--- src/rtl/hex_display_pkg.sv ---
// Shared constants, glyph table and scan-state encoding
// for the multiplexed hex display scanner.
package hex_display_pkg;

  localparam logic [6:0] SEG_BLANK = 7'h7F;

  // Active-low glyphs, entry F first; segment a is bit 0
  localparam logic [15:0][6:0] GLYPHS = {
    7'h0E, 7'h06, 7'h21, 7'h46,
    7'h03, 7'h08, 7'h10, 7'h00,
    7'h78, 7'h02, 7'h12, 7'h19,
    7'h30, 7'h24, 7'h79, 7'h40
  };

  typedef enum logic [1:0] {
    ST_OFF,
    ST_GAP,
    ST_SHOW
  } scan_state_e;

endpackage

--- src/rtl/hex_seg_decoder.sv ---
// Hex nibble to active-low seven-segment pattern.
// Purely combinational table lookup.
module hex_seg_decoder
  import hex_display_pkg::*;
(
  input  logic [3:0] nib,
  output logic [6:0] seg
);

  assign seg = GLYPHS[nib];

endmodule

--- src/rtl/hex_display_scanner.sv ---
// Scans one shared hex decoder across NUM_DIGITS digits
// with double-buffered value, dead-time gaps and blanking.
module hex_display_scanner
  import hex_display_pkg::*;
#(
  parameter int NUM_DIGITS  = 4,
  parameter int REFRESH_DIV = 50000,
  parameter int BLANK_GAP   = 2,
  parameter int LZ_BLANK    = 1
) (
  input  logic                    CLOCK_50,
  input  logic                    KEY0,
  input  logic                    en,
  input  logic [NUM_DIGITS-1:0]   dig_mask,
  input  logic                    load_valid,
  input  logic [4*NUM_DIGITS-1:0] load_data,
  output logic                    load_ready,
  output logic [6:0]              SEG,
  output logic [NUM_DIGITS-1:0]   DIG_EN,
  output logic                    frame_done
);

  localparam int MAXC = (REFRESH_DIV > BLANK_GAP) ?
                        REFRESH_DIV : BLANK_GAP;
  localparam int CW = (MAXC > 1) ? $clog2(MAXC) : 1;
  localparam int IW = (NUM_DIGITS > 1) ?
                      $clog2(NUM_DIGITS) : 1;
  localparam int DW = 4 * NUM_DIGITS;

  localparam logic [CW-1:0] GAP_LAST  = CW'(BLANK_GAP - 1);
  localparam logic [CW-1:0] SHOW_LAST = CW'(REFRESH_DIV - 1);
  localparam logic [IW-1:0] IDX_LAST  = IW'(NUM_DIGITS - 1);

  scan_state_e state_q, state_d;
  logic [IW-1:0] idx_q, idx_d;
  logic [CW-1:0] cnt_q, cnt_d;
  logic [DW-1:0] active_q, active_d;
  logic [DW-1:0] pending_q, pending_d;
  logic pend_full_q, pend_full_d;
  logic ready_q, ready_d;
  logic [6:0] seg_q, seg_d;
  logic [NUM_DIGITS-1:0] dig_en_q, dig_en_d;
  logic fd_q, fd_d;

  logic slot_end;
  logic frame_end;
  logic accept;
  logic commit;
  logic lz_zero;
  logic blank;
  logic [3:0] dec_nib;
  logic [6:0] dec_seg;

  always_ff @(posedge CLOCK_50 or negedge KEY0) begin
    if (!KEY0) begin
      state_q     <= ST_OFF;
      idx_q       <= '0;
      cnt_q       <= '0;
      active_q    <= '0;
      pending_q   <= '0;
      pend_full_q <= 1'b0;
      ready_q     <= 1'b1;
      seg_q       <= SEG_BLANK;
      dig_en_q    <= '1;
      fd_q        <= 1'b0;
    end else begin
      state_q     <= state_d;
      idx_q       <= idx_d;
      cnt_q       <= cnt_d;
      active_q    <= active_d;
      pending_q   <= pending_d;
      pend_full_q <= pend_full_d;
      ready_q     <= ready_d;
      seg_q       <= seg_d;
      dig_en_q    <= dig_en_d;
      fd_q        <= fd_d;
    end
  end

  // Dropping en abandons the slot; no frame end is reported
  always_comb begin
    state_d  = state_q;
    idx_d    = idx_q;
    cnt_d    = cnt_q;
    slot_end = 1'b0;
    if (!en) begin
      state_d = ST_OFF;
      idx_d   = '0;
      cnt_d   = '0;
    end else begin
      unique case (state_q)
        ST_OFF: begin
          state_d = ST_GAP;
          idx_d   = '0;
          cnt_d   = '0;
        end
        ST_GAP: begin
          if (cnt_q == GAP_LAST) begin
            state_d = ST_SHOW;
            cnt_d   = '0;
          end else begin
            cnt_d = cnt_q + 1'b1;
          end
        end
        ST_SHOW: begin
          if (cnt_q == SHOW_LAST) begin
            state_d  = ST_GAP;
            cnt_d    = '0;
            slot_end = 1'b1;
            idx_d    = (idx_q == IDX_LAST) ?
                       '0 : idx_q + 1'b1;
          end else begin
            cnt_d = cnt_q + 1'b1;
          end
        end
        default: state_d = ST_OFF;
      endcase
    end
  end

  assign frame_end = slot_end && (idx_q == IDX_LAST);
  assign accept    = load_valid && ready_q;
  assign commit    = pend_full_q &&
                     (frame_end || state_q == ST_OFF);

  always_comb begin
    pending_d   = pending_q;
    pend_full_d = pend_full_q;
    active_d    = active_q;
    if (accept) begin
      pending_d   = load_data;
      pend_full_d = 1'b1;
    end else if (commit) begin
      pend_full_d = 1'b0;
    end
    if (commit) active_d = pending_q;
    ready_d = !pend_full_d;
  end

  // Outputs follow the next state so they stay registered yet aligned
  always_comb begin
    lz_zero = 1'b1;
    for (int j = 0; j < NUM_DIGITS; j++) begin
      if (j >= int'(idx_d) && active_d[4*j +: 4] != 4'h0)
        lz_zero = 1'b0;
    end
    blank = dig_mask[idx_d] ||
            (LZ_BLANK != 0 && idx_d != '0 && lz_zero);
  end

  assign dec_nib = active_d[{idx_d, 2'b00} +: 4];

  hex_seg_decoder u_dec (
    .nib (dec_nib),
    .seg (dec_seg)
  );

  always_comb begin
    seg_d    = SEG_BLANK;
    dig_en_d = '1;
    fd_d     = frame_end;
    if (state_d == ST_SHOW && !blank) begin
      seg_d           = dec_seg;
      dig_en_d[idx_d] = 1'b0;
    end
  end

  assign load_ready = ready_q;
  assign SEG        = seg_q;
  assign DIG_EN     = dig_en_q;
  assign frame_done = fd_q;

endmodule

--- config.mk ---
export PLATFORM = sky130hd
export DESIGN_NAME = hex_display_scanner
export DESIGN_NICKNAME = d
export VERILOG_FILES = /design/src/rtl/hex_display_pkg.sv /design/src/rtl/hex_seg_decoder.sv /design/src/rtl/hex_display_scanner.sv
export SDC_FILE = /design/constraint.sdc
export NUM_CORES = 1
export LEC_CHECK = 0
export CORE_AREA = 2 2 97 99
export CTS_CLUSTER_SIZE = 16
export DETAILED_ROUTE_END_ITERATION = 10
export DIE_AREA = 0 0 99 101
export GPL_TIMING_DRIVEN = 0
export SKIP_LAST_GASP = 1
export SLEW_MARGIN = 20
export SYNTH_ARGS = -nofsm -noshare
export SYNTH_HDL_FRONTEND = slang
export SYNTH_SLANG_ARGS = --single-unit
--- constraint.sdc ---
create_clock -name CLOCK_50 -period 10.3 [get_ports CLOCK_50]
set_clock_uncertainty 0.1 [all_clocks]
set_input_delay 3.09 -clock CLOCK_50 [delete_from_list [all_inputs] [get_ports CLOCK_50]]
set_output_delay 3.09 -clock CLOCK_50 [all_outputs]
set_load 0.005 [all_outputs]
==> flow_summary.ini <==
[outcome]
status = completed

[pwr]
p_leak_nw = 1.77
p_switching_uw = 232
ir_worst_vdd_uv = 91.0
internal-power_uw = 545
seq_power_share_pct = 43.1
power.total_uw = 777
clkPwrFrac_pct = 30.9
swShare_pct = 29.8
p_per_area_nw_per_um2 = 182
combinationalPowerShare_pct = 26.0

[timing]
worstMarginPinSlew_ns = 0.738
hold_slack_ns = 0.407
fmax_mhz = 153
fin_crit_ns = 6.53
finalHoldViolations = 0
setup_violations = 0
slew_headroom_pct = 50.4
rsz0062_at_grt = false
finalCritPeriodShare_pct = 63.4
finalSetupTns_ns = 0
slew_violations = 0

[setup_path]
startpoint_type = input pin
reg2reg_depth = 14
critPathArrivalTime_ns = 6.70
critPathKind = in -> reg
end_kind = register
cp_max_fo = 10
worstPathRequired_ns = 10.47

[clock_tree]
clk_latency_ns = 0.34
root_buffer = clkbuf_8
clockBufferDepth = 2
cts.sinks = 66
h-tree-depth = 3
cts_made_buffers = 9
cts_resized = 0
postCtsSetupBuffers = 0
clk_pin_slew_ns = 0.07
tritoncts = yes
ctsHoldBuffers = 0

[layout]
fin_util_pct = 47.6
drive_gt1_share_pct = 24.0
register_area_sq_um = 1670
fin_nets = 398
fillers = 811
multi_input_area_sq_um = 1760
area_growth_pct = 21.3
diodes = 0

[floorplanning]
dieWidth_um = 99
core_area_sq_um = 8980
placementRows = 35
die-area_sq_um = 10000
ios = 37
start_util_pct = 39.2
fp.dieH_um = 101

[synthesis]
yosysWarnings = 0
muxShareOfSynthArea_pct = 13.3
synthTopCellsByArea = dfrtp_1, mux2_2, dfstp_2
yosys.area.top_type_share_pct = 38.4
yosysMostFrequentCell = dfrtp_1
synth_top_family_by_area = simple AND/OR/NAND/NOR gates
synth_compound_area_share_pct = 15.2
synthArstFlopShare_pct = 100
ys.flop_type = dfrtp_1
mappedNetlistNets = 350
synthAdderAreaFrac_pct = 4.62
synth_area_leader_cell = dfrtp_1
synth-simple-area-share_pct = 16.5
yosysSeqAreaShare_pct = 47.3
synth_edf_count = 0
synthTopCellsByCount = dfrtp_1, mux2_2, nand2_1
ys_types = 65
synth_area_per_cell_sq_um = 11.3
ys_seq_elements = 66
syn_inst = 313
synth_xor_area_share_pct = 0.249
synth_area_sq_um = 3520

[detailed_routing]
wl_per_cell_um = 15.8
ant_nets = 0
routed_wirelength_um = 7540
dr_total_vias = 2591
drt_iter0_drc = 92
drc = 0
drt_pass1_iterations = 4
viasPerCell = 5.43

[grt]
antenna_found_initial = 0
grt_first_pass_wirelength_um = 12700
grt_usage_pct = 16.2
grt_max_degree = 53
grt_overflow = 0
grt_pass1_vias = 2528

[placement]
dp_hpwl_um = 5510
place_congestion = 0.823
portBuffers = 36

[hold_path]
min_path_type = reg -> reg
hold_depth = 1

[job]
cap_violations = 0
-- cell families (layout without fill, tap and decap cells) --
family                   count (synthesis)  after routing
XOR/XNOR                                 1              1
adder cells (fa/ha/maj)                 13             13
buffers and inverters                   22             75
AO/OA/AOI/OAI                           68             68
flip-flops                              66             66
multiplexers                            41             41
AND/OR/NAND/NOR                        102            102
-- state kept, by name (all words and copies together), names as in the netlist --
name,cells
active_q,16
cnt_q,16
pending_q,16
SEG,7
DIG_EN,4
idx_q,2
state_q,2
frame_done,1
load_ready,1
pend_full_q,1
-- routing by layer --
metal / vias up / share of wire (%) / track usage [%]
li1: 1263 / - / -
met1: 1269 / 48 / 21.8
met2: 45 / 46 / 25.3
met3: 14 / 4.2 / 3.74
met4: 0 / 1.6 / 6.64
met5: - / 0 / 0
-- worst paths after layout --
check                                   endpoint                   from  slack (ns)
max reg2reg                     SEG[3]$_DFF_PN1_   cnt_q[0]$_DFFE_PN0P_        6.25
max in group asynchronous    DIG_EN[1]$_DFF_PN1_                   KEY0        7.02
min in group asynchronous  active_q[3]$_DFF_PN0_                   KEY0        2.50
min reg2reg                active_q[0]$_DFF_PN0_  active_q[0]$_DFF_PN0_        0.41
max                             SEG[3]$_DFF_PN1_                     en        3.77
min                        active_q[0]$_DFF_PN0_  active_q[0]$_DFF_PN0_        0.41
-- through the flow --
stage | worst slack [ns] | cell area [sq um] | cells
2_1_floorplan | 4.62 | 3520 | 313
3_3_place_gp | 3.40 | 4020 | 460
3_5_place_dp | 3.38 | 4050 | 461
4_1_cts | 3.73 | 4270 | 477
5_1_grt | 3.55 | 4270 | 477
6_report | 3.77 | 4270 | 477
-- critical path, cell delays in order --
cell,delay [ns]
clkdlybuf4s50_1,0.64
nand4_1,0.19
o21ai_4,0.34
buf_4,0.27
mux2_1,0.38
nor2_1,0.12
nor3_1,0.06
a221oi_1,0.56
inv_1,0.24
ha_1,0.31
mux2i_1,0.14
nand2_1,0.07
a211o_1,0.28
-- final cells by class --
cell class / instances / share of cell area [%]
multi-input combinational: 225 / 41.3
sequential: 66 / 39.0
timing repair buffer: 37 / 9.02
clock buffer: 11 / 3.31
tap: 111 / 3.25
clock inverter: 5 / 1.82
inverter: 14 / 1.23
buffer: 8 / 1.08
-- cells in the final DEF (no fill, tap or decap), drive strengths merged, types with 2 or more instances in the layout --
cell / count
dfrtp: 54
clkdlybuf4s50: 35
mux2: 35
nand2: 25
o21ai: 25
nor2: 21
clkbuf: 15
inv: 14
ha: 13
dfstp: 12
nand3: 11
o31ai: 9
nor3: 8
and3: 7
a21oi: 6
mux2i: 6
nor4: 6
buf: 6
nor2b: 5
nand4: 5
nand2b: 5
o221ai: 4
and4: 4
or3: 3
a31oi: 2
a221o: 2
o41ai: 2
o32ai: 2
clkinv: 2
bufinv: 2
o211ai: 2
a2111oi: 2
-- power by group through the flow --
stage | logic [mW] | clock network (mW) | registers, mW
6_report | 0.202 | 0.240 | 0.335
5_1_grt | 0.224 | 0.260 | 0.342
4_1_cts | 0.204 | 0.248 | 0.336
3_5_place_dp | 0.203 | 0 | 0.340
3_3_place_gp | 0.197 | 0 | 0.338
2_1_floorplan | 0.152 | 0 | 0.329
No activity file was read; power rests on OpenSTA's default activity.
